==> src/rtl/mpu_pkg.sv <==
// Constants shared by the MPU controller and datapath: jump-select encodings
// and default bus widths.
package mpu_pkg;
  localparam int MPU_ADDR_W = 8;
  localparam int MPU_DATA_W = 8;
  localparam int MPU_CNT_W  = 16;

  typedef enum logic [1:0] {
    JMP_SEQ  = 2'b00,
    JMP_ABS  = 2'b01,
    JMP_BACK = 2'b10,
    JMP_FWD  = 2'b11
  } jmp_sel_e;
endpackage

==> src/rtl/pc_next_logic.sv <==
// Combinational next-PC selector. o_wrap flags only the sequential
// all-ones -> 0 rollover; relative jumps wrap silently.
module pc_next_logic
  import mpu_pkg::*;
#(
  parameter int ADDR_W = MPU_ADDR_W,
  parameter int DATA_W = MPU_DATA_W
) (
  input  logic [ADDR_W-1:0] i_pc,
  input  logic [1:0]        i_jmpsel,
  input  logic [2:0]        i_ofs,
  input  logic [DATA_W-1:0] i_rdata,
  output logic [ADDR_W-1:0] o_next_pc,
  output logic              o_wrap
);

  always_comb begin
    o_next_pc = i_pc + ADDR_W'(1);
    o_wrap    = &i_pc;
    // Unknown selects fall to the default, so they behave as sequential.
    case (i_jmpsel)
      JMP_ABS: begin
        o_next_pc = i_rdata[ADDR_W-1:0];
        o_wrap    = 1'b0;
      end
      JMP_BACK: begin
        o_next_pc = i_pc - ADDR_W'(i_ofs);
        o_wrap    = 1'b0;
      end
      JMP_FWD: begin
        o_next_pc = i_pc + ADDR_W'(i_ofs);
        o_wrap    = 1'b0;
      end
      default: ;
    endcase
  end

endmodule

==> src/rtl/fetch_unit.sv <==
// Instruction-fetch / address stage: holds PC, IR, MR, drives the memory
// address and keeps fetch status counters.
module fetch_unit
  import mpu_pkg::*;
#(
  parameter int ADDR_W = MPU_ADDR_W,
  parameter int DATA_W = MPU_DATA_W,
  parameter int CNT_W  = MPU_CNT_W
) (
  input  logic              clkin,
  input  logic              rst,
  input  logic              IRload,
  input  logic              MRload,
  input  logic              PCload,
  input  logic [1:0]        JMPsel,
  input  logic              MemInst,
  input  logic              stop,
  input  logic [DATA_W-1:0] mem_rdata,
  output logic [ADDR_W-1:0] mem_addr,
  output logic [DATA_W-1:0] IR,
  output logic [ADDR_W-1:0] MR,
  output logic [ADDR_W-1:0] PC,
  output logic              pc_wrap,
  output logic [CNT_W-1:0]  fetch_cnt,
  output logic              halted
);

  logic [ADDR_W-1:0] r_pc, r_mr;
  logic [DATA_W-1:0] r_ir;
  logic [CNT_W-1:0]  r_cnt;
  logic              r_wrap, r_halted;
  logic [ADDR_W-1:0] w_next_pc;
  logic              w_wrap;

  pc_next_logic #(.ADDR_W(ADDR_W), .DATA_W(DATA_W)) u_pc_next (
    .i_pc      (r_pc),
    .i_jmpsel  (JMPsel),
    .i_ofs     (r_ir[2:0]),
    .i_rdata   (mem_rdata),
    .o_next_pc (w_next_pc),
    .o_wrap    (w_wrap)
  );

  always_ff @(posedge clkin or posedge rst) begin
    if (rst) begin
      r_pc     <= '0;
      r_ir     <= '0;
      r_mr     <= '0;
      r_cnt    <= '0;
      r_wrap   <= 1'b0;
      r_halted <= 1'b0;
    end else begin
      r_halted <= stop;
      if (!stop) begin
        // IR and the relative-jump offset both see the pre-edge IR value.
        if (IRload) begin
          r_ir <= mem_rdata;
          if (~&r_cnt) r_cnt <= r_cnt + CNT_W'(1);
        end
        if (MRload) r_mr <= mem_rdata[ADDR_W-1:0];
        if (PCload) begin
          r_pc <= w_next_pc;
          if (w_wrap) r_wrap <= 1'b1;
        end
      end
    end
  end

  assign mem_addr  = MemInst ? r_mr : r_pc;
  assign IR        = r_ir;
  assign MR        = r_mr;
  assign PC        = r_pc;
  assign pc_wrap   = r_wrap;
  assign fetch_cnt = r_cnt;
  assign halted    = r_halted;

endmodule

==> config.mk <==
export PLATFORM = sky130hd
export DESIGN_NAME = fetch_unit
export DESIGN_NICKNAME = d
export VERILOG_FILES = /design/src/rtl/mpu_pkg.sv /design/src/rtl/pc_next_logic.sv /design/src/rtl/fetch_unit.sv
export SDC_FILE = /design/constraint.sdc
export NUM_CORES = 1
export LEC_CHECK = 0
export ABC_AREA = 1
export BUFFER_PORTS_ARGS = -buffer_cell sky130_fd_sc_hd__buf_2
export CAP_MARGIN = 20
export CELL_PAD_IN_SITES_DETAIL_PLACEMENT = 0
export CELL_PAD_IN_SITES_GLOBAL_PLACEMENT = 2
export CORE_MARGIN = 4
export CORE_UTILIZATION = 29
export CTS_CLUSTER_SIZE = 24
export DETAILED_ROUTE_END_ITERATION = 16
export GPL_ROUTABILITY_DRIVEN = 0
export GPL_TIMING_DRIVEN = 0
export PLACE_DENSITY = 0.81
export SLEW_MARGIN = 20
export SYNTH_ARGS = -nofsm -noshare
export SYNTH_HDL_FRONTEND = slang
export SYNTH_SLANG_ARGS = --single-unit
==> constraint.sdc <==
create_clock -name clkin -period 2.76 [get_ports clkin]
set_clock_uncertainty 0.05 [all_clocks]
set_input_delay 0 -clock clkin [delete_from_list [all_inputs] [get_ports clkin]]
set_output_delay 0 -clock clkin [all_outputs]
set_load 0.01 [all_outputs]
==> Word level (Yosys, flattened, before mapping) <==
Index checks and enable logic that the tools add are counted.
{ "totals": {"register_bits": 42, "latch_bits": 0, "ram_bits": 0, "romBits": 0, "inputBits": 17, "out_inout_bits": 50, "word_cells": 26, "n_memories": 0} }
{ "op_classes": {"add_sub_neg": 4, "n_mul": 0, "div_mod_pow": 0, "order_cmp": 0, "eq_ne": 3, "shifts": 0, "mux": 3, "bitwise": 2, "n_reduce_logical": 8} }
{ "op_table": {"columns": ["op", "count"], "rows": [
  ["$pmux 8 s3", 1],
  ["$add 16x1->16 const B", 1],
  ["$reduce_and 16->1", 1],
  ["$add 8x1->8 const B", 1],
  ["$add 8x3->8", 1],
  ["$mux 8", 1],
  ["$reduce_and 8->1", 1],
  ["$sub 8x3->8", 1],
  ["$reduce_and 2->1", 3],
  ["$reduce_and 3->1", 2],
  ["$eq 2x2->1 const B", 2],
  ["$reduce_or 3->1", 1],
  ["$eq 2x1->1 const B", 1],
  ["$not 1->1", 2],
  ["$mux 1", 1]
]} }

==> Logic depth before layout (Yosys ltp) <==
Gate-level depths: netlist of run 1.
{ "logic_depth": {"depth_word": 4, "mapped_depth": 15, "depth_no_buf": 15} }

==> By module <==
A second synthesis of run 1 with hierarchy kept.
{ "unflattened": {"hier_cells": 373, "area_unflattened_um2": 2641.3} }
{ "modules_own_cells": {"columns": ["module", "n_inst", "cells_per_inst", "area_each_um2", "seq_area_each_um2"], "rows": [
  ["fetch_unit", 1, 261, 2042.0, 1051.0],
  ["pc_next_logic", 1, 112, 599.3, 0.0]
]} }

==> Worst setup path after synthesis of run 1 <==
OpenSTA, ideal clock, no wires.
{ "synth_path": {"path_type": "flip-flop to flip-flop", "startpoint": "register r_ir[0] (netlist: IR[0])", "endpoint": "register r_pc[5] (netlist: PC[5])", "setup_ns": 0.117, "t_arrival_ns": 2.005, "t_required_ns": 2.593, "setup_slack_ns": 0.588, "stages_incl_launch_ff": 14, "n_path_buf": 0, "period_less_slack_ns": 2.172, "path_cell_list": "dfrtp_1 -> inv_1 -> ha_1 -> ha_1 -> nand2_1 -> o21ai_0 -> ha_1 -> or2_2 -> nand3_1 -> nand2_1 -> nand2_1 -> nand3_1 -> nand3_1 -> nand2_1"} }
{ "synth_via": {"elab_chain_cells": 2, "elab_cells_between_ends": 3, "classes_between": "add/sub: 2; mux: 1"} }
{ "synth_rtl": {"columns": ["item", "line_no", "rtl"], "rows": [
  ["start, declared", "fetch_unit.sv:29", "logic [DATA_W-1:0] r_ir;"],
  ["start signal, assigned", "fetch_unit.sv:57", "r_ir <= mem_rdata;"],
  ["$add 8x3->8 or $sub 8x3->8 (tied branches)", "pc_next_logic.sv:31, pc_next_logic.sv:27", null],
  ["$pmux 8 s3 *", "pc_next_logic.sv:21", "case (i_jmpsel)"],
  ["end signal, assigned", "fetch_unit.sv:62", "r_pc <= w_next_pc;"],
  ["end, declared", "fetch_unit.sv:28", "logic [ADDR_W-1:0] r_pc, r_mr;"]
]} }
Every way passes the cells marked *; elsewhere a longest branch is shown, timed or not.
A chain may end at the register's enable or synchronous reset.

==> Worst setup path after layout of run 1 <==
{ "layout_path": {"startpoint": "register r_ir[1] (netlist: IR[1])", "endpoint": "register r_pc[5] (netlist: PC[5])"} }
Same word-level chain as after synthesis.

==> results.tsv, run 1 <==
metric	value	unit
status	finished clean	
n_fill_cell	969	
synth_nets	380	
ys_ff_latch	42	
p_per_area	640	nW/µm²
cts.htree.levels	2	
path_delay_family	simple AND/OR/NAND/NOR gates	
clkPwrFrac	0.235	
initial_core_util	0.300	
io_pins	67	
cts_tree	built	
ctsResizeCount	0	
power_switching	0.816	mW
fin_setup_tns	0	ps
critPathSlowestCell	dfrtp_1	
die_w	103	µm
final_max_slew_viol_count	0	
antennaDiodeCount	0	
drc_errors	0	
finalSetupViolations	0	
combPwrFrac	0.357	
nets	464	
leakage	1.77	nW
period_needed	2350	ps
drt_iter0_markers	69	
yosysTopAreaCell	dfrtp_1	
netlist_area	2630	µm²
die-area	10600	µm²
wl	7620	µm
yosysWarnings	0	
numCtsBuffers	5	
synth_cell_types	29	
yosys.area.top_type_share	0.400	
path_cells	inv_1, ha_1, ha_1, nand2_1, o21ai_0, ha_1, or2_2, nand3_1, nand2_1, nand2_1, nand3_1, nand3_1, nand2_1	
fmax	425	MHz
cp_num_buf_inv	1	
hpwl	6120	µm
end_kind	flip-flop	
rows	34	
clk_latency	300	ps
utilization	0.379	
stdcell_area	3320	µm²
postSynth.asyncResetShare	1.00	
seq_area	1050	µm²
drive_gt1_frac	0.233	
hold_class	primary input to flip-flop	
routed.top_layer	met4	
portBuffers	66	
start_kind	flip-flop	
drtPass1Iterations	4	
grt_pass1_wl	12400	µm
grt_util_all_layers	0.151	
antenna_found_initial	0	
grt_pass1_vias	2473	
drt-vias-per-instance	4.58	
synth.avg_cell_area	7.46	µm²
synth_common_cells	nand2_1, inv_1, dfrtp_1, o21ai_0, nor2_1	
fp.coreArea	8760	µm²
path_max_fanout	5	
wl_met1	3650	µm
max_cap_violations	0	
crit_type	flip-flop to flip-flop	
synth_edf_count	0	
p_int	1.31	mW
fp.dieH	103	µm
ys_seq_area_frac	0.400	
wire_per_inst	14.0	µm
cp.required	2900	ps
ys.flop_type	dfrtp_1	
cts.sinks	42	
grt_max_degree	25	
wl_met3	363	µm
gr-total-overflow	0	
clk_path_buf_depth	2	
place_area	3110	µm²
ys_top_cells_by_area	dfrtp_1, nand2_1, inv_1, o21ai_0, ha_1	
slowest_delay	430	ps
cts_root_buffer	clkbuf_8	
finalHoldViolCount	0	
cp.arrival	2490	ps
ant_nets	0	
worst_path_most_repeated_cell	nand2_1	
slew_headroom	0.683	
vdd_drop_max	0.212	mV
p_seq_frac	0.408	
period_share	0.852	
cts.clk_slew.worst_paths	90	ps
rsz0062_at_grt	no	
met2_length	3490	µm
syn_to_final_growth	26.5	%
worstMarginPinSlew	476	ps
synth.most_common_cell	nand2_1	
multiInputGateArea	1330	µm²
swShare	0.384	
vias	2496	
synthCells	352	
-- layout by cell type, fill, tap and decap left out, drive strengths merged, types with 2 or more instances in the layout --
master       instances
a21oi                3
buf                 72
clkbuf               9
dfrtp               42
dlygate4sd3         10
ha                  10
inv                 50
mux2                 4
nand2              114
nand3               23
nand4                6
nor2                26
nor3                 4
o21ai               40
o22ai                2
or2                  2
xnor2                4
xor2                 9
-- power groups by stage --
stage / combinational (mW) / sequential, mW / clock [mW]
CTS: 0.775 / 0.871 / 0.511
finish: 0.760 / 0.867 / 0.499
detailed placement: 0.761 / 0.882 / 0
floorplan: 0.439 / 0.893 / 0
global route: 0.872 / 0.890 / 0.536
global placement: 0.751 / 0.884 / 0
-- area by class of cell --
cell class,count,area share
clock inverter,2,0.0113
clock buffer,6,0.0218
inverter,50,0.0565
sequential,42,0.316
buffer,8,0.0166
multi-input combinational,252,0.401
tap,108,0.0407
timing repair buffer,77,0.136
-- per-stage QoR --
stage | setup WS, ps | std cells | power, mW | hold slack [ps]
2_1_floorplan | 588 | 352 | 1.33 | -18.6
3_3_place_gp | 424 | 526 | 1.64 | 75.9
3_5_place_dp | 424 | 527 | 1.64 | -5.71
4_1_cts | 385 | 545 | 2.16 | 27.4
5_1_grt | 201 | 545 | 2.30 | 38.9
6_report | 407 | 545 | 2.13 | 29.4
-- routing by layer --
layer	GRT usage	vias up
met2	0.249	65
li1	-	1285
met4	0.0378	0
met1	0.201	1134
met3	0.0329	12
met5	0	-
-- state kept, by name, summed over array words and instances (netlist names) --
| register | cells |
|---|---|
| IR | 8 |
| PC | 8 |
| MR | 8 |
| fetch_cnt | 16 |
| pc_wrap | 1 |
| halted | 1 |
-- cell families (layout without fill, tap and decap cells) --
logic type / count (synthesis) / count (layout) / synth area share
compound gates: 48 / 48 / 0.107
xor+xnor: 13 / 13 / 0.0433
simple gates: 176 / 176 / 0.285
mux: 4 / 4 / 0.0171
buf+inv: 58 / 143 / 0.0924
flops: 42 / 42 / 0.400
fa+ha+maj: 11 / 11 / 0.0552
-- worst register-to-register path: cells and delay by family, from the launching register on --
family	cells	cell delay (ps)
DFF	1	430
and+or+nand+nor	8	800
adders and majority gates	3	790
buffers and inverters	1	100
AOI/OAI and AO/OA	1	70
-- final timing paths --
kind / slack, ps / cells past startpoint / endpoint / from
setup / recovery: 410 / 13 / PC[5] / IR[1]
hold / removal: 30 / 3 / pc_wrap / JMPsel[1]
setup reg to reg: 410 / 13 / PC[5] / IR[1]
hold reg to reg: 440 / 2 / IR[5] / IR[5]
max in group asynchronous: 1960 / 4 / fetch_cnt[12] / rst
min in group asynchronous: 200 / 3 / IR[0] / rst
-- what timing repair did --
action | in CTS | in global routing
hold endpoints to repair | 38 | 0
hold buffers | 10 | 0
buffers inserted | 0 | 0
Power figures use the tool's default switching activity.
==> run 2: changes to the inputs <==
--- a/config.mk
+++ b/config.mk
@@ -11,12 +11,12 @@
 export CELL_PAD_IN_SITES_DETAIL_PLACEMENT = 0
 export CELL_PAD_IN_SITES_GLOBAL_PLACEMENT = 2
 export CORE_MARGIN = 4
-export CORE_UTILIZATION = 29
+export CORE_UTILIZATION = 32
 export CTS_CLUSTER_SIZE = 24
 export DETAILED_ROUTE_END_ITERATION = 16
 export GPL_ROUTABILITY_DRIVEN = 0
 export GPL_TIMING_DRIVEN = 0
-export PLACE_DENSITY = 0.81
+export PLACE_DENSITY = 0.88
 export SLEW_MARGIN = 20
 export SYNTH_ARGS = -nofsm -noshare
 export SYNTH_HDL_FRONTEND = slang
==> constraint.sdc (replaced) <==
create_clock -name clkin -period 3 [get_ports clkin]
set_clock_uncertainty 0.05 [all_clocks]
set_input_delay 0 -clock clkin [delete_from_list [all_inputs] [get_ports clkin]]
set_output_delay 0 -clock clkin [all_outputs]
set_load 0.01 [all_outputs]
==> run 2 against run 1 <==
Clock-buffer cell count up 1. Non-clock buffer count is 1 lower. Via count fell by 0.84%. Final area decreased by 1.1%. Critical endpoint unchanged.
==> results.tsv, run 2 (synthesis results as in run 1) <==
metric	value	unit	change
crit_type	flip-flop to flip-flop		
r2r_cells	13		unchanged
fmax	422	MHz	-0.83%
rsz0062_at_grt	no		
vdd_drop_max	0.221	mV	+4.4%
grt_pass1_wl	12200	µm	-1.6%
crit_path_start	IR[0]		
cts_root_buffer	clkbuf_8		
period_share	0.791		-0.0616
clk_latency	290	ps	about the same
vias	2475		-0.84%
clk_path_buf_depth	2		unchanged
cp.arrival	2510	ps	+20 ps
antenna_found_initial	0		unchanged
die_w	98.6	µm	-4.4%
cts.htree.levels	2		unchanged
drive_gt1_frac	0.234		+0.000535
drt-vias-per-instance	4.60		+0.45%
grt_use_met1	0.211		+0.0103
timing.rr.end	PC[5]		
setup_ws	628	ps	+220 ps
cp.required	3140	ps	+240 ps
grt_max_degree	33		+32%
final_max_slew_viol_count	0		unchanged
finalPower	1.87	mW	-12%
gr-usage-met3	0.0297		-0.00314
wire_per_inst	13.7	µm	-2.0%
utilization	0.419		+0.0396
n_fill_cell	874		-9.8%
cts.clk_slew.worst_paths	80	ps	about the same
portBuffers	66		unchanged
hpwl	5900	µm	-3.5%
ant_nets	0		unchanged
clkPwrFrac	0.204		-0.031
combPwrFrac	0.368		+0.011
syn_to_final_growth	25.1	%	
place_ws	630	ps	+206 ps
largest_register_ffs	16		unchanged
power_switching	0.730	mW	-11%
finalSetupViolations	0		unchanged
holdPathStages	3		unchanged
cts_tree	built		
rows	32		-5.9%
leakage	1.77	nW	-0.41%
top_usage_layer	met2		
endpoint	PC[5]		
p_per_area	569	nW/µm²	-11%
status	finished clean		
final_cells	538		-1.3%
fp.dieH	98.6	µm	-4.4%
grt_pass1_vias	2442		-1.3%
wl	7370	µm	-3.3%
cts.sinks	42		unchanged
layout_common_cells	nand2_1, buf_2, inv_1, dfrtp_1, o21ai_0		
p_int	1.14	mW	-13%
r2r-start	IR[0]		
max_cap_violations	0		unchanged
drtPass1Iterations	4		unchanged
slew_headroom	0.700		+0.0173
grt_use_met2	0.267		+0.0176
fp.coreArea	7850	µm²	-10%
die-area	9720	µm²	-8.7%
nets	463		-0.22%
finalHoldViolCount	0		unchanged
dp_cells	521		-1.1%
io_pins	67		unchanged
layout_commonest_cell	nand2_1		
gr-total-overflow	0		unchanged
p_seq_frac	0.428		+0.020
grt_util_all_layers	0.156		+0.00518
initial_core_util	0.335		+0.0350
end_kind	flip-flop		
drc_errors	0		unchanged
regToRegSetupSlack	630	ps	+220 ps
post_cts_buffers	0		unchanged
worstMarginPinSlew	447	ps	-29.3 ps
path_max_fanout	5		unchanged
start_kind	flip-flop		
numCtsBuffers	5		unchanged
swShare	0.391		+0.00671
antennaDiodeCount	0		unchanged
fin_setup_tns	0	ps	unchanged
period_needed	2370	ps	+19.7 ps
hold_class	primary input to flip-flop		
drt_iter0_markers	72		+4.3%
run 2: changes by cell type in the layout (fill, tap and decap cells not counted), sizes merged:
| cell | before | now |
|---|---|---|
| bufinv | 1 | 0 |
| clkinv | 0 | 1 |
| clkinvlp | 1 | 0 |
| dlygate4sd3 | 10 | 9 |
| clkbuf | 9 | 10 |
run 2: per-layer routing:
metal	part of all wire	wire length (µm)	vias up
met4	0.0034	25	0
met2	0.50	3650	55
met1	0.46	3380	1133
met3	0.042	313	2
met5	0	0	-
li1	-	-	1285
run 2: timing repair:
| item | CTS | global route |
|---|---|---|
| resized for setup | 0 | 0 |
| hold buffers | 9 | 0 |
| endpoints found under the setup margin | 0 | 0 |
| hold endpoints to repair | 60 | 0 |
run 2: power by group through the flow:
stage / clock network [mW] / registers [mW] / logic [mW]
2_1_floorplan: 0 / 0.821 / 0.404
3_3_place_gp: 0 / 0.812 / 0.680
5_1_grt: 0.428 / 0.818 / 0.792
4_1_cts: 0.393 / 0.803 / 0.703
6_report: 0.381 / 0.800 / 0.688
3_5_place_dp: 0 / 0.813 / 0.691
run 2: through the flow:
step / hold slack [ps] / cell area (µm²)
floorplan: -18.6 / 2630
global placement: 73.8 / 3090
detailed placement: -97.1 / 3110
CTS: 0.116 / 3290
global route: 12.9 / 3290
finish: 1.87 / 3290
run 2: area by class of cell:
cell class | count | area, µm² | area share
clock inverter | 1 | 5.00 | 0.00152
tap | 102 | 128 | 0.0388
clock buffer | 7 | 86.3 | 0.0263
sequential | 42 | 1050 | 0.320
multi-input combinational | 252 | 1330 | 0.406
inverter | 50 | 188 | 0.0571
timing repair buffer | 76 | 440 | 0.134
buffer | 8 | 55.1 | 0.0167
run 2: how the worst min path moves through the flow:
| stage | from | to |
|---|---|---|
| floorplan | stop | halted |
| global placement | stop | halted |
| detailed placement | rst | MR[7] |
| CTS | mem_rdata[5] | IR[5] |
| global route | mem_rdata[5] | IR[5] |
| finish | mem_rdata[5] | MR[5] |
run 2: worst max-delay path, stage by stage (launching register included):
cell	delay, ps
dfrtp_1	400
inv_1	90
ha_1	200
ha_1	270
nand2_1	60
o21ai_0	100
ha_1	350
or2_2	310
nand3_1	120
nand2_1	60
nand2_1	50
nand3_1	80
nand3_1	80
nand2_1	50
==> run 3: changes to the inputs <==
--- a/config.mk
+++ b/config.mk
@@ -11,12 +11,12 @@
 export CELL_PAD_IN_SITES_DETAIL_PLACEMENT = 0
 export CELL_PAD_IN_SITES_GLOBAL_PLACEMENT = 2
 export CORE_MARGIN = 4
-export CORE_UTILIZATION = 32
+export CORE_UTILIZATION = 29
 export CTS_CLUSTER_SIZE = 24
 export DETAILED_ROUTE_END_ITERATION = 16
 export GPL_ROUTABILITY_DRIVEN = 0
 export GPL_TIMING_DRIVEN = 0
-export PLACE_DENSITY = 0.88
+export PLACE_DENSITY = 0.81
 export SLEW_MARGIN = 20
 export SYNTH_ARGS = -nofsm -noshare
 export SYNTH_HDL_FRONTEND = slang
==> constraint.sdc (replaced) <==
create_clock -name clkin -period 2.5 [get_ports clkin]
set_clock_uncertainty 0.05 [all_clocks]
set_input_delay 0 -clock clkin [delete_from_list [all_inputs] [get_ports clkin]]
set_output_delay 0 -clock clkin [all_outputs]
set_load 0.01 [all_outputs]
==> run 3 against run 2 <==
First-iteration DRC count up 4.2%. Sequential share of layout area down 0.69 points. Highest routed layer unchanged. Final area up 2.2%. Critical path depth unchanged. Flip-flop and latch count unchanged. Sequential power up 20%. Combinational power up 27%. Non-clock buffer count up 5. Clock-buffer cell count down 1.
==> results.tsv, run 3 (synthesis results as in run 1) <==
metric	value	unit	change
status	finished clean		
gr-total-overflow	0		unchanged
p_per_area	710	nW/µm²	+25%
finalHoldViolCount	0		unchanged
clk_latency	300	ps	about the same
cts.clk_slew.worst_paths	90	ps	about the same
leakage	1.80	nW	+1.6%
die-area	10600	µm²	+9.5%
period_share	0.951		+0.161
io_pins	67		unchanged
numCtsBuffers	5		unchanged
drc_errors	0		unchanged
cts_root_buffer	clkbuf_8		
period_needed	2380	ps	+6.40 ps
place_area	3110	µm²	+0.24%
finalPower	2.38	mW	+28%
wire_per_inst	14.0	µm	+2.1%
max_cap_violations	0		unchanged
grt_max_degree	25		-24%
cts.sinks	42		unchanged
rows	34		+6.3%
stdcell_area	3360	µm²	+2.2%
hpwl	6120	µm	+3.7%
antennaDiodeCount	0		unchanged
holdPathStages	3		unchanged
path_max_fanout	4		-1
hold_class	primary input to flip-flop		
worstMarginPinSlew	483	ps	+36.5 ps
wl	7680	µm	+4.2%
grt_pass1_wl	12400	µm	+1.6%
largest_register_ffs	16		unchanged
fp.dieH	103	µm	+4.6%
cts_tree	built		
nets	468		+1.1%
cp.arrival	2520	ps	about the same
drt_iter0_markers	75		+4.2%
drtPass1Iterations	4		unchanged
fp.coreArea	8760	µm²	+12%
layout_common_cells	nand2_1, buf_2, inv_1, dfrtp_1, o21ai_0		
portBuffers	66		unchanged
antenna_found_initial	0		unchanged
initial_core_util	0.300		-0.0350
vias	2509		+1.4%
clk_path_buf_depth	2		unchanged
final_max_slew_viol_count	0		unchanged
ant_nets	0		unchanged
drive_gt1_frac	0.243		+0.00869
grt_pass1_vias	2473		+1.3%
utilization	0.383		-0.0355
finalSetupViolations	0		unchanged
r2r_cells	13		unchanged
r2r-start	IR[1]		
grt_util_all_layers	0.151		-0.00518
regToRegSetupSlack	120	ps	-510 ps
start_kind	flip-flop		
layout_commonest_cell	nand2_1		
worstHoldStart	JMPsel[1]		
drt-vias-per-instance	4.57		-0.66%
crit_type	flip-flop to flip-flop		
die_w	103	µm	+4.6%
hold_end	pc_wrap		
end_kind	flip-flop		
syn_to_final_growth	27.9	%	
slew_headroom	0.678		-0.0221
vdd_drop_max	0.235	mV	+6.2%
cp.required	2640	ps	-500 ps
fmax	420	MHz	-0.27%
timing.rr.end	PC[5]		
cts.htree.levels	2		unchanged
## run 3: cell types whose count changed in the layout (fill, tap and decap cells not counted), sizes merged
cell	previous run	this run
dlygate4sd3	9	10
bufinv	0	1
clkinvlp	0	1
buf	72	76
clkinv	1	0
clkbuf	10	9
## run 3: how the worst max path moves through the flow
stage,from,endpoint,cells past startpoint
after floorplan,IR[0],PC[5],13
after global placement,IR[0],PC[5],13
after detailed placement,IR[1],PC[5],13
after CTS,IR[1],PC[5],13
after global routing,IR[0],PC[5],13
final,IR[1],PC[5],13
## run 3: metrics by stage
stage	setup TNS (ps)	std cells	worst slack [ps]	hold slack (ps)
floorplan	0	352	328	-18.6
global placement	0	526	164	75.9
detailed placement	0	527	164	-5.71
CTS	0	545	125	27.4
global route	-19.1	549	-19.1	38.9
finish	0	549	121	30.2
## run 3: critical path, cell delays in order, from the launching register on
cell and delay [ps]:
dfrtp_1 430, inv_1 110, ha_1 190, ha_1 270, nand2_1 60, o21ai_0 80
ha_1 350, or2_2 320, nand3_1 120, nand2_1 60, nand2_1 50, nand3_1 70
nand3_1 80, nand2_1 40
## run 3: layout make-up
type / instances / area, µm²
Timing Repair Buffer: 81 / 480
Multi-Input combinational cell: 252 / 1340
Clock inverter: 2 / 37.5
Inverter: 50 / 188
Sequential cell: 42 / 1050
Fill cell: 967 / 5400
Buffer: 8 / 55.1
Tap cell: 108 / 135
Clock buffer: 6 / 72.6
## run 3: timing repair
| action | 4_1_cts | 5_1_grt |
|---|---|---|
| hold buffers | 10 | 0 |
| setup endpoints to repair | 0 | 2 |
| gates resized for setup | 0 | 1 |
| hold endpoints to repair | 38 | 0 |
| setup buffers | 0 | 4 |
## run 3: power breakdown
group	switching [mW]	internal (mW)
Sequential	0.160	0.798
Combinational	0.498	0.378
Clock	0.252	0.298
Total	0.910	1.47
## run 3: per-layer routing
metal  GRT usage  part of all wire  up-vias
met5           0                 0        -
met4      0.0378             0.013        0
met3      0.0329             0.047       12
met2       0.249              0.46       62
met1       0.201              0.47     1144
li1            -                 -     1291
